### config.mk
export PLATFORM = sky130hd
export DESIGN_NAME = fifo_reader
export DESIGN_NICKNAME = d
export VERILOG_FILES = /design/src/rtl/fifo_reader.sv
export SDC_FILE = /design/constraint.sdc
export NUM_CORES = 1
export LEC_CHECK = 0
export CAP_MARGIN = 15
export CORE_AREA = 4 4 81 83
export DETAILED_ROUTE_END_ITERATION = 10
export DIE_AREA = 0 0 85 87
export PLACE_DENSITY = 0.73
export SLEW_MARGIN = 20
export SYNTH_ARGS = -nofsm -noshare
export SYNTH_HDL_FRONTEND = slang
export SYNTH_SLANG_ARGS = --single-unit
### constraint.sdc
create_clock -name CLK -period 1.75 [get_ports CLK]
set_input_delay 0.175 -clock CLK [delete_from_list [all_inputs] [get_ports CLK]]
set_output_delay 0.175 -clock CLK [all_outputs]
set_load 0.05 [all_outputs]
### src/rtl/fifo_reader.sv
// rtl/fifo_reader.sv - FIFO drain controller: pops words and streams them out lane by lane (optional txPar via FIFO_READER_PARITY_EN)
module fifo_reader #(
  parameter int DATA_W    = 32,
  parameter int LANE_W    = 8,
  parameter bit MSB_FIRST = 1'b1
) (
  input  logic              CLK,
  input  logic              rst,
  input  logic              EN,
  input  logic              EMPTY,
  input  logic [DATA_W-1:0] dataOut,
  output logic              RD,
  output logic [LANE_W-1:0] txData,
  output logic              txValid,
  input  logic              txReady,
  output logic              txLast,
  output logic              busy,
  output logic [15:0]       wordCount
`ifdef FIFO_READER_PARITY_EN
  ,
  output logic              txPar
`endif
);

  localparam int LANES = DATA_W / LANE_W;
  localparam int IDX_W = (LANES > 1) ? $clog2(LANES) : 1;

  typedef enum logic [1:0] {
    IDLE = 2'd0,
    REQ  = 2'd1,
    WAIT = 2'd2,
    SEND = 2'd3
  } state_t;

  state_t             state;
  state_t             state_nxt;
  logic [DATA_W-1:0]  shreg;
  logic [IDX_W-1:0]   lane_idx;
  logic [15:0]        word_cnt;
  logic [LANE_W-1:0]  lane_sel;
  logic               lane_last;
  logic               fetch;
  logic               accept;

  assign lane_last = (lane_idx == IDX_W'(LANES - 1));
  assign fetch     = (state == IDLE) && EN && !EMPTY;
  assign accept    = (state == SEND) && txReady;

  // State register; reset drops straight back to IDLE, discarding any word in flight
  always_ff @(posedge CLK or negedge rst) begin
    if (!rst) begin
      state <= IDLE;
    end else begin
      state <= state_nxt;
    end
  end

  // Next state: EN/EMPTY only matter in IDLE, once committed a word always completes
  always_comb begin
    state_nxt = state;
    case (state)
      IDLE:    if (fetch) state_nxt = REQ;
      REQ:     state_nxt = WAIT;
      WAIT:    state_nxt = SEND;
      SEND:    if (txReady && lane_last) state_nxt = IDLE;
      default: state_nxt = IDLE;
    endcase
  end

  // Read strobe, word capture, lane stepping and completed-word counter
  always_ff @(posedge CLK or negedge rst) begin
    if (!rst) begin
      RD       <= 1'b0;
      shreg    <= '0;
      lane_idx <= '0;
      word_cnt <= '0;
    end else begin
      RD <= fetch;
      if (state == WAIT) begin
        shreg    <= dataOut;
        lane_idx <= '0;
      end else if (accept) begin
        if (lane_last) begin
          lane_idx <= '0;
          word_cnt <= word_cnt + 16'd1;
        end else begin
          lane_idx <= lane_idx + IDX_W'(1);
        end
      end
    end
  end

  // Lane multiplexer; lane 0 is the top slice when MSB_FIRST, else the bottom slice
  always_comb begin
    lane_sel = '0;
    for (int i = 0; i < LANES; i++) begin
      if (lane_idx == IDX_W'(i)) begin
        if (MSB_FIRST) begin
          lane_sel = shreg[DATA_W-1-i*LANE_W -: LANE_W];
        end else begin
          lane_sel = shreg[i*LANE_W +: LANE_W];
        end
      end
    end
  end

  assign txValid   = (state == SEND);
  assign txData    = txValid ? lane_sel : '0;
  assign txLast    = txValid && lane_last;
  assign busy      = (state != IDLE);
  assign wordCount = word_cnt;

`ifdef FIFO_READER_PARITY_EN
  assign txPar = ^txData;
`endif

endmodule

==> impl_results.md <==
* Placed instance count at 361
* Maximum fanout encountered on the critical timing path at 5
* Detailed-placement wirelength estimate at 3933 um
* Post-Syn Instances at 213
* Die area at 7395 um^2
* RSZ-0062 raised after global routing: true
* Synth Cell Area at 2506 um^2
* Total nets after synthesis at 259
* Clock tree buffer depth at 2
* Input/output buffers at 64
* Required time at the worst-slack endpoint at 1.57 ns
* Largest net degree at the start of global routing at 54
* Worst endpoint data arrival time at 1.89 ns
* Post-route setup slack at -0.3168 ns
* Worst reg2reg endpoint: wordCount[12]$_DFFE_PN0P_
* Clock latency on the worst-skew pair at 0.30 ns
* Outcome: finished with violations
* Clock network fraction of design power at 0.119
* Area share of the largest cell type after synthesis at 0.5292
* Lkg Pwr at 1.682 nW
* Die X-Extent at 85 um
* Worst slack after detailed placement at -0.08891 ns
* GP Congestion at 0.7253
* Top-count cell post-synth: dfrtp_1
* Area growth syn-to-layout at 47.98%
* Number of cells traversed by the worst register-to-register path at 7
* Number of remaining DRC errors at 0
* Register-to-register setup slack at 0.11 ns
* Count of pins over their slew limit at 0
* Mapped Avg Cell Area at 11.77 um^2
* H-tree levels at 2
* Cell types with the largest area share after synthesis: dfrtp_1, mux2_2, ha_1
* Number of flops mapped to enable cells by yosys at 0
* Row count at 28
* Final count of hold timing violations at 0
* Final Instance Count excl. Fillers at 372
* Min-delay worst type: input port to asynchronous set/reset pin
* Number of vias after detailed routing at 1891
* Diodes inserted at 0
* Yosys warns at 0
* Remaining Overflow, GRT at 0
* Violated checks: negative setup slack
* Yosys reg bits at 53
* Commonest cells in the synthesized netlist: dfrtp_1, mux2_2, nand2_1, inv_1, o21ai_0
* TritonCTS clock tree: yes
* Ys flop type: dfrtp_1
* Worst supply voltage drop on vdd at 1.014 mV
* WL final at 5557 um
* Starting DRC count in detailed routing at 68
* Area of the core at 5851 um^2
* Sequential Power Share at 0.347
* Origin of the critical flop-to-flop path: lane_idx[0]$_DFFE_PN0P_
* Startpoint type of the worst setup path: register
* Sequential area share after synthesis at 0.5292
* Antenna violations before repair at 0
* Router iterations before antenna repair at 4
* Tmin final at 2.067 ns
* Layout cell share with drive strength beyond 1 at 0.3636
* Clock transition time at the flip-flop clock pins of the worst setup and hold paths at 0.10 ns
* Crit Path Class: register to output pin
* Achievable clock frequency at 0.4838 GHz
* Vertical die dimension at 87 um
* Initial Utilization at 0.4284
* TritonCTS buffer count at 5
* Synth cell types at 30
* Final cycle utilization of the critical path at 1.181
* Core occupancy in the finished layout at 0.6339
* Routed wire length per instance at 14.94 um
* Setup Skew at 0.01182 ns
* Total Nets Final at 342
* Count of filler cells inserted in the layout at 475
* Power Density at 1501 nW/um^2
* Vias per Instance at 5.083
* Critical Path End Type: output pin
* Power share of the combinational group at 0.534
* Internal power consumption at 3.471 mW
* Largest area contributor in the netlist: dfrtp_1
* Io pins at 65
* Clock Tree Root: clkbuf_8
* Switching power at 2.096 mW
* Sum of negative setup slack at -2.263 ns
* Overall global routing resource usage at 0.1581
* Global-route wire length before repair at 9308 um
* Final setup violation count at 8
* Proportion of total power due to net switching at 0.3765
* Vias in the first global route at 1950
* Headroom to the max-slew limit at 0.6635
* Count of maximum capacitance violations at 0
* CTS sink count at 53
* Tightest Pin Transition at 0.5039 ns
* Async S/R FF share, synth at 1.000
* DRT antenna net count at 0
-- worst max path at each step --
stage | start | endpoint | slack [ns] | cells past startpoint
4_1_cts | lane_idx[0]$_DFFE_PN0P_ | txData[5] | -0.32 | 7
3_3_place_gp | lane_idx[0]$_DFFE_PN0P_ | txData[5] | -0.03 | 7
6_report | lane_idx[0]$_DFFE_PN0P_ | txData[5] | -0.32 | 7
5_1_grt | lane_idx[0]$_DFFE_PN0P_ | txData[1] | -0.39 | 7
2_1_floorplan | lane_idx[0]$_DFFE_PN0P_ | txData[4] | 0.001 | 7
3_5_place_dp | lane_idx[0]$_DFFE_PN0P_ | txData[5] | -0.09 | 7
-- power groups by stage --
stage / combinational [mW] / sequential, mW / clock, mW
floorplan: 1.70 / 1.89 / 0
global placement: 2.60 / 1.91 / 0
detailed placement: 2.66 / 1.92 / 0
CTS: 2.91 / 1.93 / 0.688
global route: 3.22 / 1.98 / 0.736
finish: 2.97 / 1.93 / 0.661
-- through the flow --
| stage | instance area, um^2 | hold slack [ns] | power (mW) |
|---|---|---|---|
| floorplan | 2542 | -0.1206 | 3.594 |
| global placement | 3448 | 0.1890 | 4.514 |
| detailed placement | 3448 | 0.1903 | 4.574 |
| CTS | 3659 | 0.3925 | 5.528 |
| global route | 3709 | 0.4036 | 5.937 |
| finish | 3709 | 0.3768 | 5.566 |
-- state kept, by name (all words and copies together), names as in the netlist --
register and cells:
state 2, shreg 32, wordCount 16, RD 1, lane_idx 2
-- worst max-delay path, cell delays in order (launching register included) --
cell and delay [ns]:
dfrtp_1 0.41, buf_6 0.13, ha_4 0.17, buf_6 0.13
a221oi_2 0.24, a21oi_1 0.08, a22o_4 0.28, buf_12 0.15
-- repair_timing --
| action | in CTS | in global routing |
|---|---|---|
| pin swaps | 5 | 9 |
| gates cloned | 1 | 0 |
| gates resized for setup | 26 | 14 |
| endpoints found under the setup margin | 10 | 16 |
| hold endpoints to repair | 53 | 0 |
| setup buffers | 2 | 0 |
| hold buffers | 1 | 0 |
-- kinds of logic after synthesis --
group / count (synthesis) / share of synthesized area
mux: 27 / 0.1208
buf+inv: 25 / 0.04343
compound gates: 35 / 0.09186
simple gates: 49 / 0.1173
fa+ha+maj: 9 / 0.04493
flops: 53 / 0.5292
xor+xnor: 15 / 0.05242
-- layer usage --
layer | vias up | share of wire | track usage
met4 | 0 | 0.015 | 0.05899
met1 | 934 | 0.45 | 0.2103
met5 | - | 0 | 0
met3 | 7 | 0.042 | 0.03500
li1 | 909 | - | -
met2 | 41 | 0.50 | 0.2535
-- layout by cell type, fill, tap and decap left out, drive strengths merged --
master         synthesis  final
o21ai                 11     11
and2                   1      1
a221oi                 7      7
nand3                  7      7
clkdlybuf4s50          0     41
ha                     9      9
dlygate4sd2            0      1
mux2i                  1      1
dlygate4sd3            0      1
and4b                  1      1
xnor2                 10     10
dlymetal6s2s           0      2
inv                   14     14
a22oi                  1      1
nor2                   7      7
dfrtp                 53     53
nor2b                  2      2
clkinvlp               0      1
mux2                  26     26
and4                   3      3
nand2b                 2      2
clkbuf                 6      7
a21oi                  9      9
buf                    5     42
and3                   2      2
nand4                  7      7
nand2                 15     15
nor4                   1      1
nor3                   1      1
a22o                   7      7
xor2                   5      5
-- layout make-up --
type                       count  area (um^2)  share of cell area
clock buffer                   7        76.32             0.02058
clock inverter                 1        7.507            0.002024
inverter                      14        52.55             0.01417
multi-input combinational    135         1225              0.3303
sequential                    53         1326              0.3576
tap                           75        93.84             0.02530
timing repair buffer          87        927.1              0.2500
(Power assumes the default switching activity.)
